`src/rtl/instr_fetch_if.sv`:
```
// Bundle of the instruction-memory bus, the decode handshake and the redirect
// path for instr_fetch. master = fetch unit, slave = memory/decode/branch side.
//
// Handshakes:
//   imem:   imem_req is held with a stable imem_addr until a single-cycle
//           imem_ack pulse returns imem_rdata.
//   decode: an instruction transfers on a cycle where instr_valid && instr_ready;
//           instr, opcode and pc_out are stable while instr_valid waits for ready.
interface instr_fetch_if;
  logic        imem_req;
  logic [31:0] imem_addr;
  logic        imem_ack;
  logic [31:0] imem_rdata;

  logic        instr_valid;
  logic        instr_ready;
  logic [31:0] instr;
  logic [5:0]  opcode;
  logic [31:0] pc_out;

  logic        redirect;
  logic [31:0] redirect_pc;

  logic [15:0] fetch_count;

  modport master (
    output imem_req, imem_addr,
    input  imem_ack, imem_rdata,
    output instr_valid, instr, opcode, pc_out,
    input  instr_ready,
    input  redirect, redirect_pc,
    output fetch_count
  );

  modport slave (
    input  imem_req, imem_addr,
    output imem_ack, imem_rdata,
    input  instr_valid, instr, opcode, pc_out,
    output instr_ready,
    output redirect, redirect_pc,
    input  fetch_count
  );
endinterface

```
`src/rtl/instr_fetch.sv`:
```
// Instruction fetch unit: issues one memory read at a time, holds the returned
// word in the IR until decode accepts it, and restarts fetch on redirect.
module instr_fetch #(
  parameter logic [31:0] RESET_PC = 32'h0000_0000,
  parameter logic [31:0] PC_STEP  = 32'd4
) (
  input  logic        clk,
  input  logic        rst_n,
  instr_fetch_if.master bus,
  output logic [1:0]  dbg_state,
  output logic [31:0] dbg_pc
);

  localparam logic [1:0] IDLE  = 2'd0;
  localparam logic [1:0] FETCH = 2'd1;
  localparam logic [1:0] VALID = 2'd2;
  localparam logic [1:0] DRAIN = 2'd3;

  logic [1:0]  state;
  logic [1:0]  state_next;
  logic [31:0] pc;
  logic [31:0] pc_next;
  logic [31:0] addr_q;
  logic [31:0] ir_q;
  logic [31:0] pc_out_q;
  logic [15:0] count_q;
  logic        load_addr;
  logic        capture;
  logic        take;

  always_comb begin
    state_next = state;
    pc_next    = pc;
    load_addr  = 1'b0;
    capture    = 1'b0;
    take       = 1'b0;
    case (state)
      IDLE: begin
        state_next = FETCH;
        load_addr  = 1'b1;
        if (bus.redirect) pc_next = bus.redirect_pc;
      end
      FETCH: begin
        if (bus.redirect) begin
          // A request already in flight must still be acknowledged, so a
          // redirect without ack parks in DRAIN with the old address held.
          pc_next = bus.redirect_pc;
          if (bus.imem_ack) begin
            state_next = FETCH;
            load_addr  = 1'b1;
          end else begin
            state_next = DRAIN;
          end
        end else if (bus.imem_ack) begin
          capture    = 1'b1;
          pc_next    = addr_q + PC_STEP;
          state_next = VALID;
        end
      end
      VALID: begin
        if (bus.redirect) begin
          pc_next    = bus.redirect_pc;
          state_next = FETCH;
          load_addr  = 1'b1;
        end else if (bus.instr_ready) begin
          take       = 1'b1;
          state_next = FETCH;
          load_addr  = 1'b1;
        end
      end
      DRAIN: begin
        if (bus.redirect) pc_next = bus.redirect_pc;
        if (bus.imem_ack) begin
          state_next = FETCH;
          load_addr  = 1'b1;
        end
      end
      default: begin
        state_next = IDLE;
      end
    endcase
  end

  always_ff @(posedge clk or negedge rst_n) begin
    if (!rst_n) begin
      state    <= IDLE;
      pc       <= RESET_PC;
      addr_q   <= 32'h0;
      ir_q     <= 32'h0;
      pc_out_q <= 32'h0;
      count_q  <= 16'h0;
    end else begin
      state <= state_next;
      pc    <= pc_next;
      if (load_addr) addr_q <= pc_next;
      if (capture) begin
        ir_q     <= bus.imem_rdata;
        pc_out_q <= addr_q;
      end
      if (take && (count_q != 16'hFFFF)) count_q <= count_q + 16'd1;
    end
  end

  assign bus.imem_req    = (state == FETCH) || (state == DRAIN);
  assign bus.imem_addr   = addr_q;
  assign bus.instr_valid = (state == VALID);
  assign bus.instr       = ir_q;
  assign bus.opcode      = ir_q[31:26];
  assign bus.pc_out      = pc_out_q;
  assign bus.fetch_count = count_q;

  assign dbg_state = state;
  assign dbg_pc    = pc;

endmodule

```
`src/flat_wrapper.sv`:
```
// flat-port wrapper written by rule: the top's interface ports become plain ports
module instr_fetch_flat 
#(
  parameter logic [31:0] RESET_PC = 32'h0000_0000,
  parameter logic [31:0] PC_STEP  = 32'd4
)
  (clk, rst_n, dbg_state, dbg_pc, bus_imem_req, bus_imem_addr, bus_imem_ack, bus_imem_rdata, bus_instr_valid, bus_instr, bus_opcode, bus_pc_out, bus_instr_ready, bus_redirect, bus_redirect_pc, bus_fetch_count);
  instr_fetch_if bus_i ();
  input  logic clk;
  input  logic rst_n;
  output logic [1:0] dbg_state;
  output logic [31:0] dbg_pc;
  output wire logic [$bits(bus_i.imem_req)-1:0] bus_imem_req;
  output wire logic [$bits(bus_i.imem_addr)-1:0] bus_imem_addr;
  input wire logic [$bits(bus_i.imem_ack)-1:0] bus_imem_ack;
  input wire logic [$bits(bus_i.imem_rdata)-1:0] bus_imem_rdata;
  output wire logic [$bits(bus_i.instr_valid)-1:0] bus_instr_valid;
  output wire logic [$bits(bus_i.instr)-1:0] bus_instr;
  output wire logic [$bits(bus_i.opcode)-1:0] bus_opcode;
  output wire logic [$bits(bus_i.pc_out)-1:0] bus_pc_out;
  input wire logic [$bits(bus_i.instr_ready)-1:0] bus_instr_ready;
  input wire logic [$bits(bus_i.redirect)-1:0] bus_redirect;
  input wire logic [$bits(bus_i.redirect_pc)-1:0] bus_redirect_pc;
  output wire logic [$bits(bus_i.fetch_count)-1:0] bus_fetch_count;
  assign bus_imem_req = bus_i.imem_req;
  assign bus_imem_addr = bus_i.imem_addr;
  assign bus_i.imem_ack = bus_imem_ack;
  assign bus_i.imem_rdata = bus_imem_rdata;
  assign bus_instr_valid = bus_i.instr_valid;
  assign bus_instr = bus_i.instr;
  assign bus_opcode = bus_i.opcode;
  assign bus_pc_out = bus_i.pc_out;
  assign bus_i.instr_ready = bus_instr_ready;
  assign bus_i.redirect = bus_redirect;
  assign bus_i.redirect_pc = bus_redirect_pc;
  assign bus_fetch_count = bus_i.fetch_count;
  instr_fetch #(.RESET_PC(RESET_PC), .PC_STEP(PC_STEP)) u_core (.clk(clk), .rst_n(rst_n), .bus(bus_i), .dbg_state(dbg_state), .dbg_pc(dbg_pc));
endmodule
```
`config.mk`:
```
export PLATFORM = sky130hd
export DESIGN_NAME = instr_fetch_flat
export DESIGN_NICKNAME = d
export VERILOG_FILES = /design/src/rtl/instr_fetch_if.sv /design/src/rtl/instr_fetch.sv /design/src/flat_wrapper.sv
export SDC_FILE = /design/constraint.sdc
export NUM_CORES = 1
export LEC_CHECK = 0
export ABC_AREA = 1
export CORE_MARGIN = 3
export CORE_UTILIZATION = 42
export CTS_BUF_LIST = sky130_fd_sc_hd__clkbuf_4 sky130_fd_sc_hd__clkbuf_8 sky130_fd_sc_hd__clkbuf_16
export DETAILED_ROUTE_END_ITERATION = 8
export GPL_TIMING_DRIVEN = 0
export PLACE_DENSITY = 0.75
export SETUP_SLACK_MARGIN = 0.1
export SYNTH_ARGS = -nofsm -noshare
export SYNTH_HDL_FRONTEND = slang
export SYNTH_SLANG_ARGS = --single-unit
```
`constraint.sdc`:
```
create_clock -name clk -period 2.9 [get_ports clk]
set_input_delay 0.58 -clock clk [delete_from_list [all_inputs] [get_ports clk]]
set_output_delay 0.58 -clock clk [all_outputs]
set_load 0.01 [all_outputs]
```
==> results.py <==
metrics = {
    "routing": {
        "drc": 0,
        "antenna_left": 0,
        "first_pass_iters": 8,
        "first_iter_violations": 444,
        "via_count": 6780,
        "wl_um": 22400,
        "drt-wirelength-per-cell_um": 16.4,
        "routed_via_density": 4.97,
    },
    "clocking": {
        "insertion_delay_ns": 0.43,
        "postCtsSetupRepairBufs": 0,
        "cts_made_buffers": 17,
        "clk_path_buf_depth": 2,
        "htree_levels": 4,
        "root_buffer": "clkbuf_16",
        "clock_sinks": 146,
        "ctsHoldBuffers": 0,
        "cts_tree": "yes",
        "clkSlewWorstSetupHoldPaths_ns": 0.06,
        "cts.repair.resized": 0,
    },
    "final_layout": {
        "drive_gt1_share_pct": 6.89,
        "fin_util_pct": 62.8,
        "final_cells": 1363,
        "area_growth_pct": 45.3,
        "antennaDiodeCount": 0,
        "regArea_sq_um": 3650,
        "n_fill_cell": 1364,
        "multi_input_area_sq_um": 2800,
        "nNetsFinal": 1205,
    },
    "timing": {
        "grt_setup_unrepaired": "no",
        "timing.setup.tns_ns": 0,
        "post-route-period-util_pct": 81.7,
        "setup_ws_ns": 0.532,
        "fin_crit_ns": 2.37,
        "setup_violations": 0,
        "tightest_slew_ns": 0.707,
        "hold_violations": 0,
        "finClkSkew_ns": 0.00902,
        "relSlewSlack_pct": 52.9,
        "max_freq_mhz": 422,
        "final_max_slew_viol_count": 0,
    },
    "grt": {
        "grt_usage_pct": 24.7,
        "grt_start_max_net_pins": 83,
        "grt_pass1_vias": 6523,
        "grt_pass1_wl_um": 35000,
        "grt_overflow": 0,
        "antenna_found_initial": 0,
    },
    "synthesis": {
        "syn_area_per_cell_sq_um": 7.79,
        "yosysMostFrequentCell": "nand2_1",
        "synth_seq_area_share_pct": 52.6,
        "synth_seq_cells": 146,
        "synth_top_cell_by_area": "dfrtp_1",
        "synth_area_leaders": "dfrtp_1 (53%), nand2_1 (21%), o21ai_0 (4.5%)",
        "syn_nets": 963,
        "ys.flop_type": "dfrtp_1",
        "ys_types": 29,
        "ys_top_cells_by_count": "nand2_1 (394), dfrtp_1 (146), inv_1 (64), o21ai_0 (63), nand3_1 (49)",
        "syn-cell-area_sq_um": 6950,
        "netlist_instances": 892,
        "synth_warnings": 0,
        "synth_top_area_share_pct": 52.6,
        "synth-edff-count": 0,
        "ys_async_sr_fraction_pct": 100,
    },
    "power_and_ir_drop": {
        "power_density_nw_per_um2": 1000,
        "leakagePower_nw": 4.77,
        "ir_worst_vdd_uv": 444,
    },
    "critical_path": {
        "crit_chain": "clkdlybuf4s50_1 > nor2_2 > nand2_1 > inv_2 > buf_4 > buf_2 > nand2_1 > nand2_1",
        "worstPathArrival_ns": 2.73,
        "crit_fanout": 10,
        "crit_slowest_cell": "clkdlybuf4s50_1",
        "worstSetupEndpointType": "flop",
        "startpoint_type": "input port",
        "crit_top_cell": "nand2_1",
        "critPathKind": "in2reg",
        "cpPeakStageDelay_ns": 0.54,
        "r2r-start": "u_core.dbg_state[0]$_DFFE_PN0P_",
        "startpoint": "bus_redirect",
        "critical-path-top-delay-family": "buffers and inverters",
        "worstPathRequired_ns": 3.26,
        "cp.buffers_inverters": 4,
    },
    "die": {
        "fp.coreArea_sq_um": 16100,
        "die-height_um": 135,
        "io_pins": 223,
        "dieWidth_um": 135,
        "start_util_pct": 43.3,
        "rows": 46,
        "die-area_sq_um": 18100,
    },
    "min_path": {
        "hp-class": "in2async",
    },
    "placement": {
        "io_buffers": 222,
        "hpwl_um": 16600,
        "dp_slack_ns": 0.0722,
        "place_congestion": 0.932,
        "place_inst": 1331,
    },
    "flow_run": {
        "drv_cap": 0,
    },
    "status": {
        "status": "complete, no violations",
    },
}
## power by group
part | total (mW) | switching, mW | internal [mW]
Combinational | 4.29 | 2.17 | 2.12
Sequential | 3.50 | 0.684 | 2.81
Clock | 2.32 | 0.921 | 1.40
Total | 10.1 | 3.78 | 6.33
## final timing paths
| kind | end | slack, ns | depth (start not counted) |
|---|---|---|---|
| max in group asynchronous | u_core.bus.pc_out[22]$_DFFE_PN0P_ | 1.94 | 2 |
| min reg2reg | u_core.bus.instr[1]$_DFFE_PN0P_ | 0.48 | 2 |
| max reg2reg | u_core.bus.instr[30]$_DFFE_PN0P_ | 0.77 | 8 |
| min | u_core.bus.fetch_count[14]$_DFFE_PN0P_ | 0.14 | 1 |
| max | u_core.bus.instr[30]$_DFFE_PN0P_ | 0.53 | 8 |
| min in group clk | u_core.bus.instr[1]$_DFFE_PN0P_ | 0.48 | 2 |
## per-stage QoR
step	instance area, sq um	hold WS [ns]	power (mW)
2_1_floorplan	6950	0.284	5.31
3_3_place_gp	9440	0.460	7.72
3_5_place_dp	9470	0.464	7.82
4_1_cts	10100	0.162	10.2
5_1_grt	10100	0.183	10.7
6_report	10100	0.141	10.1
## layer usage
metal  vias up  track usage, %  wire length, um
met4         0            6.67              395
met5         -               0                0
met2       270            41.8            10800
met3        34            6.41             1750
met1      3169            31.6             9460
li1       3307               -                -
## state kept, by name (all words and copies together) (netlist names)
signal                  cells
u_core.bus.imem_addr       32
u_core.bus.pc_out          32
u_core.bus.instr           32
u_core.bus.fetch_count     16
u_core.dbg_pc              32
u_core.dbg_state            2
## cells in the final DEF (no fill, tap or decap), types with 2 or more instances in the layout
master / instances
a21oi_1: 13
a22o_1: 6
a22oi_1: 3
buf_2: 15
buf_4: 10
buf_6: 4
bufinv_16: 3
clkbuf_1: 12
clkbuf_16: 17
clkdlybuf4s50_1: 221
clkinv_4: 3
clkinvlp_4: 3
dfrtp_1: 146
ha_1: 2
inv_1: 64
inv_2: 5
inv_6: 3
nand2_1: 394
nand2_2: 4
nand3_1: 49
nand4_1: 9
nor2_1: 41
nor2_2: 4
nor2_4: 4
nor3_1: 8
o21ai_0: 63
o21ai_1: 16
xnor2_1: 4
xor2_1: 11
## worst reg2reg max path: stages (launching register included)
cell and delay, ns:
dfrtp_1 0.42, inv_2 0.08, nor2_4 0.22, nand2_1 0.30, inv_2 0.32, buf_4 0.28
buf_2 0.27, nand2_1 0.11, nand2_1 0.07
## cell type report
cell class	instances	area share [%]
multi-input cells	637	27.8
well taps	216	2.68
clock buffers	19	4.43
clock inverters	13	1.75
flip-flops and latches	146	36.2
inverters	69	2.57
repair buffers	223	22.3
plain buffers	40	2.27
## cells by family after synthesis
| family | count (synthesis) | share of synthesized area (%) |
|---|---|---|
| DFF | 146 | 52.6 |
| AOI/OAI and AO/OA | 104 | 8.03 |
| adders and majority gates | 2 | 0.360 |
| and+or+nand+nor | 516 | 30.1 |
| buffers and inverters | 109 | 7.03 |
| xor gates and xnor gates | 15 | 1.89 |
No activity file was read; power rests on OpenSTA's default activity.
